$ cat src/rtl/eka_mem_arbiter.sv
// Round-robin arbiter that lets the fetch and load/store ports share one single-ported
// memory, one transaction at a time. Define EKA_ARB_STATS_EN to add grant/conflict counters.
module eka_mem_arbiter #(
  parameter int ADDR_WIDTH = 32,
  parameter int CNT_WIDTH  = 16
) (
  input  logic                  clk,
  input  logic                  reset,
  input  logic                  i_req,
  input  logic [ADDR_WIDTH-1:0] i_addr,
  output logic                  i_rvalid,
  output logic [31:0]           i_rdata,
  input  logic                  d_req,
  input  logic                  d_we,
  input  logic [ADDR_WIDTH-1:0] d_addr,
  input  logic [31:0]           d_wdata,
  output logic                  d_rvalid,
  output logic [31:0]           d_rdata,
  output logic                  m_req,
  output logic                  m_we,
  output logic [ADDR_WIDTH-1:0] m_addr,
  output logic [31:0]           m_wdata,
  input  logic                  m_ready,
  input  logic                  m_rvalid,
  input  logic [31:0]           m_rdata
`ifdef EKA_ARB_STATS_EN
  ,
  output logic [CNT_WIDTH-1:0]  i_grant_cnt,
  output logic [CNT_WIDTH-1:0]  d_grant_cnt,
  output logic [CNT_WIDTH-1:0]  conflict_cnt
`endif
);

  typedef enum logic [1:0] {IDLE, ISSUE, WAIT} state_t;
  typedef enum logic {INST = 1'b0, DATA = 1'b1} port_t;

  state_t state, state_next;
  port_t  owner, last_grant;
  logic   grant_i, grant_d;

  always_comb begin
    state_next = state;
    grant_i    = 1'b0;
    grant_d    = 1'b0;
    case (state)
      IDLE: begin
        // On a tie the port that did not win last time goes first.
        if (i_req && d_req) begin
          grant_i = (last_grant == DATA);
          grant_d = (last_grant == INST);
        end else begin
          grant_i = i_req;
          grant_d = d_req;
        end
        if (i_req || d_req) state_next = ISSUE;
      end
      ISSUE:   if (m_ready)  state_next = WAIT;
      WAIT:    if (m_rvalid) state_next = IDLE;
      default: state_next = IDLE;
    endcase
  end

  always_ff @(posedge clk or posedge reset) begin
    if (reset) begin
      state      <= IDLE;
      owner      <= INST;
      last_grant <= INST;
      m_req      <= 1'b0;
      m_we       <= 1'b0;
      m_addr     <= '0;
      m_wdata    <= '0;
    end else begin
      state <= state_next;
      m_req <= (state_next == ISSUE);
      if (grant_i) begin
        owner      <= INST;
        last_grant <= INST;
        m_we       <= 1'b0;
        m_addr     <= i_addr;
        m_wdata    <= '0;
      end else if (grant_d) begin
        owner      <= DATA;
        last_grant <= DATA;
        m_we       <= d_we;
        m_addr     <= d_addr;
        m_wdata    <= d_wdata;
      end
    end
  end

  // Responses outside WAIT are strays and never reach a requester.
  assign i_rvalid = m_rvalid && (state == WAIT) && (owner == INST);
  assign d_rvalid = m_rvalid && (state == WAIT) && (owner == DATA);
  assign i_rdata  = m_rdata;
  assign d_rdata  = m_rdata;

`ifdef EKA_ARB_STATS_EN
  always_ff @(posedge clk or posedge reset) begin
    if (reset) begin
      i_grant_cnt  <= '0;
      d_grant_cnt  <= '0;
      conflict_cnt <= '0;
    end else begin
      if (grant_i) i_grant_cnt <= i_grant_cnt + 1'b1;
      if (grant_d) d_grant_cnt <= d_grant_cnt + 1'b1;
      if (state == IDLE && i_req && d_req) conflict_cnt <= conflict_cnt + 1'b1;
    end
  end
`else
  logic [CNT_WIDTH-1:0] cnt_unused;
  assign cnt_unused = '0;
`endif

endmodule

$ cat config.mk
export PLATFORM = sky130hd
export DESIGN_NAME = eka_mem_arbiter
export DESIGN_NICKNAME = d
export VERILOG_FILES = /design/src/rtl/eka_mem_arbiter.sv
export SDC_FILE = /design/constraint.sdc
export NUM_CORES = 1
export LEC_CHECK = 0
export CAP_MARGIN = 10
export CORE_MARGIN = 2
export CORE_UTILIZATION = 34
export DETAILED_ROUTE_END_ITERATION = 7
export PLACE_DENSITY_LB_ADDON = 0.3
export SLEW_MARGIN = 20
export SYNTH_ARGS = -nofsm -noshare
export SYNTH_HDL_FRONTEND = slang
export SYNTH_SLANG_ARGS = --single-unit
$ cat constraint.sdc
create_clock -name clk -period 2.9 [get_ports clk]
set_clock_uncertainty 0.2 [all_clocks]
set_input_delay 0.435 -clock clk [delete_from_list [all_inputs] [get_ports clk]]
set_output_delay 0.435 -clock clk [all_outputs]
set_load 0.05 [all_outputs]
==> results of run 1 <==
==> state kept, by name, summed over array words and instances, names as in the netlist <==
register / cells
m_addr: 32
last_grant: 1
m_wdata: 32
m_we: 1
state: 2
m_req: 1
==> metrics by stage <==
| stage | std cells | area, sq um | util [%] | worst slack (ps) | hold WS (ps) |
|---|---|---|---|---|---|
| 3_3_place_gp | 543 | 4890 | 47.8 | 589 | 273 |
| 6_report | 558 | 5070 | 49.5 | 722 | 290 |
| 3_5_place_dp | 543 | 4890 | 47.8 | 574 | 273 |
| 5_1_grt | 558 | 5070 | 49.5 | 651 | 310 |
| 2_1_floorplan | 326 | 3560 | - | 525 | 357 |
| 4_1_cts | 558 | 5070 | 49.5 | 668 | 293 |
==> report_power, final <==
group | leakage, nW | internal [mW] | switching [mW]
clock network | 0.0854 | 0.392 | 0.351
registers | 0.866 | 1.44 | 0.314
logic | 1.07 | 1.44 | 2.63
total | 2.02 | 3.27 | 3.29
==> cells in the mapped netlist <==
cell type	number	area share [%]
nor2_1	3	0.32
nand2b_1	1	0.18
o221ai_1	6	1.5
dfrtp_1	69	48
and2_1	1	0.18
nand2_2	1	0.18
and3_1	1	0.18
inv_1	7	0.74
o2bb2ai_1	26	6.4
buf_4	65	14
o21ai_0	1	0.14
nor3b_1	1	0.21
buf_2	18	2.5
a22o_1	33	8.1
nand2_1	6	0.63
a21o_1	1	0.21
a211oi_4	1	0.56
and2_0	1	0.18
nand4_1	6	1.1
nor3_1	1	0.14
nand3_1	6	0.84
clkbuf_1	15	1.6
buf_6	3	0.95
a32oi_1	26	6.4
or2_1	1	0.18
a31oi_1	26	4.6
==> final timing paths <==
kind                        startpoint           to  slack [ps]  depth (start not counted)
setup reg to reg              state[1]    m_addr[2]        1050                          4
min in group asynchronous        reset   m_addr[23]         390                          2
max in group asynchronous        reset   last_grant        1470                          3
hold reg to reg             m_addr[11]   m_addr[11]         290                          1
setup / recovery           m_wdata[26]  m_wdata[26]         720                          1
hold / removal              m_addr[11]   m_addr[11]         290                          1
==> final cells by class <==
class                           count  area, sq um  share of cell area, %
Timing Repair Buffer              182         1810                   35.8
Tap cell                          136          170                   3.36
Multi-Input combinational cell    149         1150                   22.7
Clock inverter                      4         50.0                  0.988
Sequential cell                    69         1730                   34.1
Clock buffer                       11          131                   2.59
Inverter                            7         26.3                  0.519
==> kinds of logic (layout without fill, tap and decap cells) <==
| group | count (synthesis) | in the layout |
|---|---|---|
| DFF | 69 | 69 |
| buffers and inverters | 108 | 204 |
| AOI/OAI and AO/OA | 120 | 120 |
| and+or+nand+nor | 29 | 29 |
==> per-layer routing <==
metal / part of all wire (%) / up-vias / GRT usage, %
li1: - / 1360 / -
met1: 36 / 1404 / 21.4
met2: 51 / 195 / 34.0
met3: 12 / 10 / 8.89
met4: 1.1 / 0 / 5.36
met5: 0 / - / 0
==> metrics.csv, run 1 <==
metric;value;unit
status;completed;
Port Buffer Count;170;
Starting Density;34.8;%
Gate Count Post-Synth;326;
Wirelength per Cell;20.2;microns
initial DRC count;181;
worst-path maximum fanout;2;
most common cell after layout, fill and taps aside;clkdlybuf4s50_1;
Max VDD drop;0.689;mV
DP HPWL;8250;microns
adder-cell share of the synthesized area;0;%
vias post-DR;2969;
crit path DAT;1540;ps
layout cell share with drive strength beyond 1;7.35;%
number of diodes;0;
critical path type;flop to output pin;
Pins Over Slew Limit;0;
Post-Syn Area;0.00356;sq mm
post-cts sizing count;0;
synthesis warning total;0;
Synth Area in Simple Gates;4.25;%
register area share after synthesis;48.4;%
Final setup viols;0;
main combinational cell family by area after synthesis;compound AO/OA/AOI/OAI gates;
Residual DRC;0;
Num Clock Sinks;69;
CP Data Required Time;2270;ps
min cycle time layout;2180;ps
CP top delay family;buffers and inverters;
Die Wd;106;microns
Worst Max-Slew Pin Slew;802;ps
clk slew on worst S/H paths;70;ps
mean area per synthesized cell;10.9;sq um
root buf cell;clkbuf_8;
DRT Wirelength;11200;microns
Final Power;6.56;mW
H-tree depth;3;
Die Height;106;microns
RSZ-0062 raised after global routing;false;
worst min-delay path class;flop to flop;
LEAKAGE;2.02;nW
Post CTS Setup Buffer Count;0;
core area;0.0102;sq mm
layout net count;553;
DR pass1 iterations;5;
CP Launch Type;flop;
vias in the first global route;3171;
XOR/XNOR Fraction of Synth Area;0;%
CTS buffer count;9;
power density cells;1290;mW/mm^2
Layout area overhead;42.2;%
CP peak stage delay;830;ps
cts hold-fix bufs;0;
Total GRT Usage;19.5;%
die area;0.0113;sq mm
# IOs;267;
Critical Path Slowest Stage Cell;clkdlybuf4s50_1;
FP Rows;37;
max_slew headroom;46.4;%
antenna violations before repair;0;
fmax;459;MHz
CP Cell Sequence;clkdlybuf4s50_1;
Synth Register Bits;69;
TritonCTS clock tree;yes;
largest net degree at the start of global routing;49;
final count of hold timing violations;0;
Fillers;932;
Avg Vias per Cell;5.32;
Tcrit/Tclk final;75.1;%
compound-gate portion of the synthesized area;27.8;%
MaxCap Viol Count;0;
Detail Route Antenna Nets;0;
clock buffer depth;2;
post-synth cell types;26;
GR Overflow Total;0;
mux contribution to synthesized area;0;%
commonest non-fill, non-tap cells in the layout;clkdlybuf4s50_1, dfrtp_1, a22o_1;
buffers plus inverters on the worst setup path;1;
first-pass GRT wire length;17300;microns
worst-skew pair later-pin latency;330;ps
Worst setup EP type;output pin;
gpl congestion;0.742;
final setup TNS;0;ps
Post-Syn Nets;461;
(Power assumes the default switching activity.)
==> run 2, diff against run 1 <==
==> constraint.sdc (replaced) <==
create_clock -name clk -period 2.1 [get_ports clk]
set_clock_uncertainty 0.2 [all_clocks]
set_input_delay 0.315 -clock clk [delete_from_list [all_inputs] [get_ports clk]]
set_output_delay 0.315 -clock clk [all_outputs]
set_load 0.05 [all_outputs]
==> run 2 against run 1 <==
Critical endpoint is now m_addr[0]. Wire length shrank 1.1%. Hold slack got worse by 81 ps. Flip-flop and latch count did not move. Setup slack worse by 670 ps. Non-clock buffer count increased by 6. Sequential power grew 38%. First-iteration DRC count shrank 30%. Power grew 40%. Critical path depth unchanged. Largest cell class unchanged. Core utilization increased by 1.2 points.
==> metrics.csv, run 2 (same netlist as run 1, synthesis figures left out) <==
metric;value;unit
status;completed;
clk slew on worst S/H paths;80;ps
DP HPWL;8260;microns
DRT Wirelength;11100;microns
Fillers;947;
CTS buffer count;9;
vias in the first global route;3104;
MaxCap Viol Count;0;
LEAKAGE;2.16;nW
TritonCTS clock tree;yes;
min cycle time layout;2050;ps
Avg Vias per Cell;5.36;
Starting Density;34.8;%
final count of hold timing violations;0;
antenna violations before repair;0;
Final Cell Area;0.00519;sq mm
buffers plus inverters on the worst setup path;1;
Final Power;9.22;mW
final setup TNS;0;ps
layout cell share with drive strength beyond 1;11.7;%
Port Buffer Count;170;
CP Launch Type;flop;
Die Height;106;microns
top flop regs;m_addr: 32 flops, m_wdata: 32 flops, state: 2 flops;
power density cells;1780;mW/mm^2
critical path type;flop to output pin;
RSZ-0062 raised after global routing;false;
Detail Route Antenna Nets;0;
placed inst area;0.00498;sq mm
CP top delay family;buffers and inverters;
setup ws final;49.1;ps
H-tree depth;3;
CP peak stage delay;820;ps
max_slew headroom;64.6;%
Tcrit/Tclk final;97.7;%
initial DRC count;127;
worst-path maximum fanout;2;
most common cell after layout, fill and taps aside;clkdlybuf4s50_1;
first-pass GRT wire length;16600;microns
Crit Reg-Reg Startpoint;state[1];
Total GRT Usage;19.0;%
FP Rows;37;
gpl congestion;0.817;
layout net count;559;
core area;0.0102;sq mm
largest net degree at the start of global routing;70;
R2R setup slack;230;ps
Residual DRC;0;
register area;0.00173;sq mm
crit path DAT;1540;ps
commonest non-fill, non-tap cells in the layout;clkdlybuf4s50_1, dfrtp_1, a22o_1;
FF-to-FF End;m_wdata[12];
Num Clock Sinks;69;
Die Wd;106;microns
CP Data Required Time;1580;ps
die area;0.0113;sq mm
clock buffer depth;2;
CP Depth;1;
vias post-DR;3028;
Worst setup EP type;output pin;
Final setup viols;0;
GR Overflow Total;0;
worst min-delay path class;input pin to asynchronous set/reset pin;
Pins Over Slew Limit;0;
Worst Max-Slew Pin Slew;529;ps
DR pass1 iterations;6;
Critical Path Slowest Stage Cell;clkdlybuf4s50_1;
area occupied by multi-input gates;0.00116;sq mm
number of diodes;0;
Layout area overhead;45.6;%
worst slack, placed;40.5;ps
root buf cell;clkbuf_8;
Wirelength per Cell;19.7;microns
fmax;488;MHz
# IOs;267;
Max VDD drop;0.940;mV
CP Cell Sequence;clkdlybuf4s50_1;
worst-skew pair later-pin latency;330;ps
Worst Reg-to-Reg Cells;4;
run 2: timing repair:
action | in CTS | in global routing
buffers inserted | 0 | 0
resized for setup | 0 | 5
setup endpoints to repair | 0 | 5
hold buffers | 0 | 0
run 2: worst max path at each step:
stage	startpoint	endpoint	slack, ps
floorplan	state[1]	d_rvalid	350
global placement	i_req	m_wdata[0]	100
detailed placement	i_req	m_addr[18]	40
CTS	m_wdata[3]	m_wdata[3]	20
global route	m_wdata[16]	m_wdata[16]	0.4
finish	m_addr[0]	m_addr[0]	50
run 2: final cells by class:
type                    count  share of cell area [%]
repair buffers            188                    36.8
flip-flops and latches     69                    33.3
multi-input cells         149                    22.4
well taps                 136                    3.28
clock buffers              10                    2.46
clock inverters             6                    1.23
inverters                   7                   0.579
run 2: layer usage:
metal	share of wire (%)	track usage [%]
met4	3.2	9.21
met1	37	21.5
met5	0	0
met2	51	32.9
met3	8.8	5.21
run 2: per-stage QoR:
stage	util, %	hold slack, ps	std cells
final	50.7	209	565
after CTS	50.6	223	565
after floorplan	-	248	326
after detailed placement	48.7	277	549
after global routing	50.7	240	565
after global placement	48.7	276	549
run 2: power breakdown:
part	switching (mW)	internal (mW)	leakage, nW
Clock	0.508	0.547	0.0923
Combinational	3.68	2.07	1.20
Sequential	0.424	1.99	0.866
Total	4.61	4.61	2.16
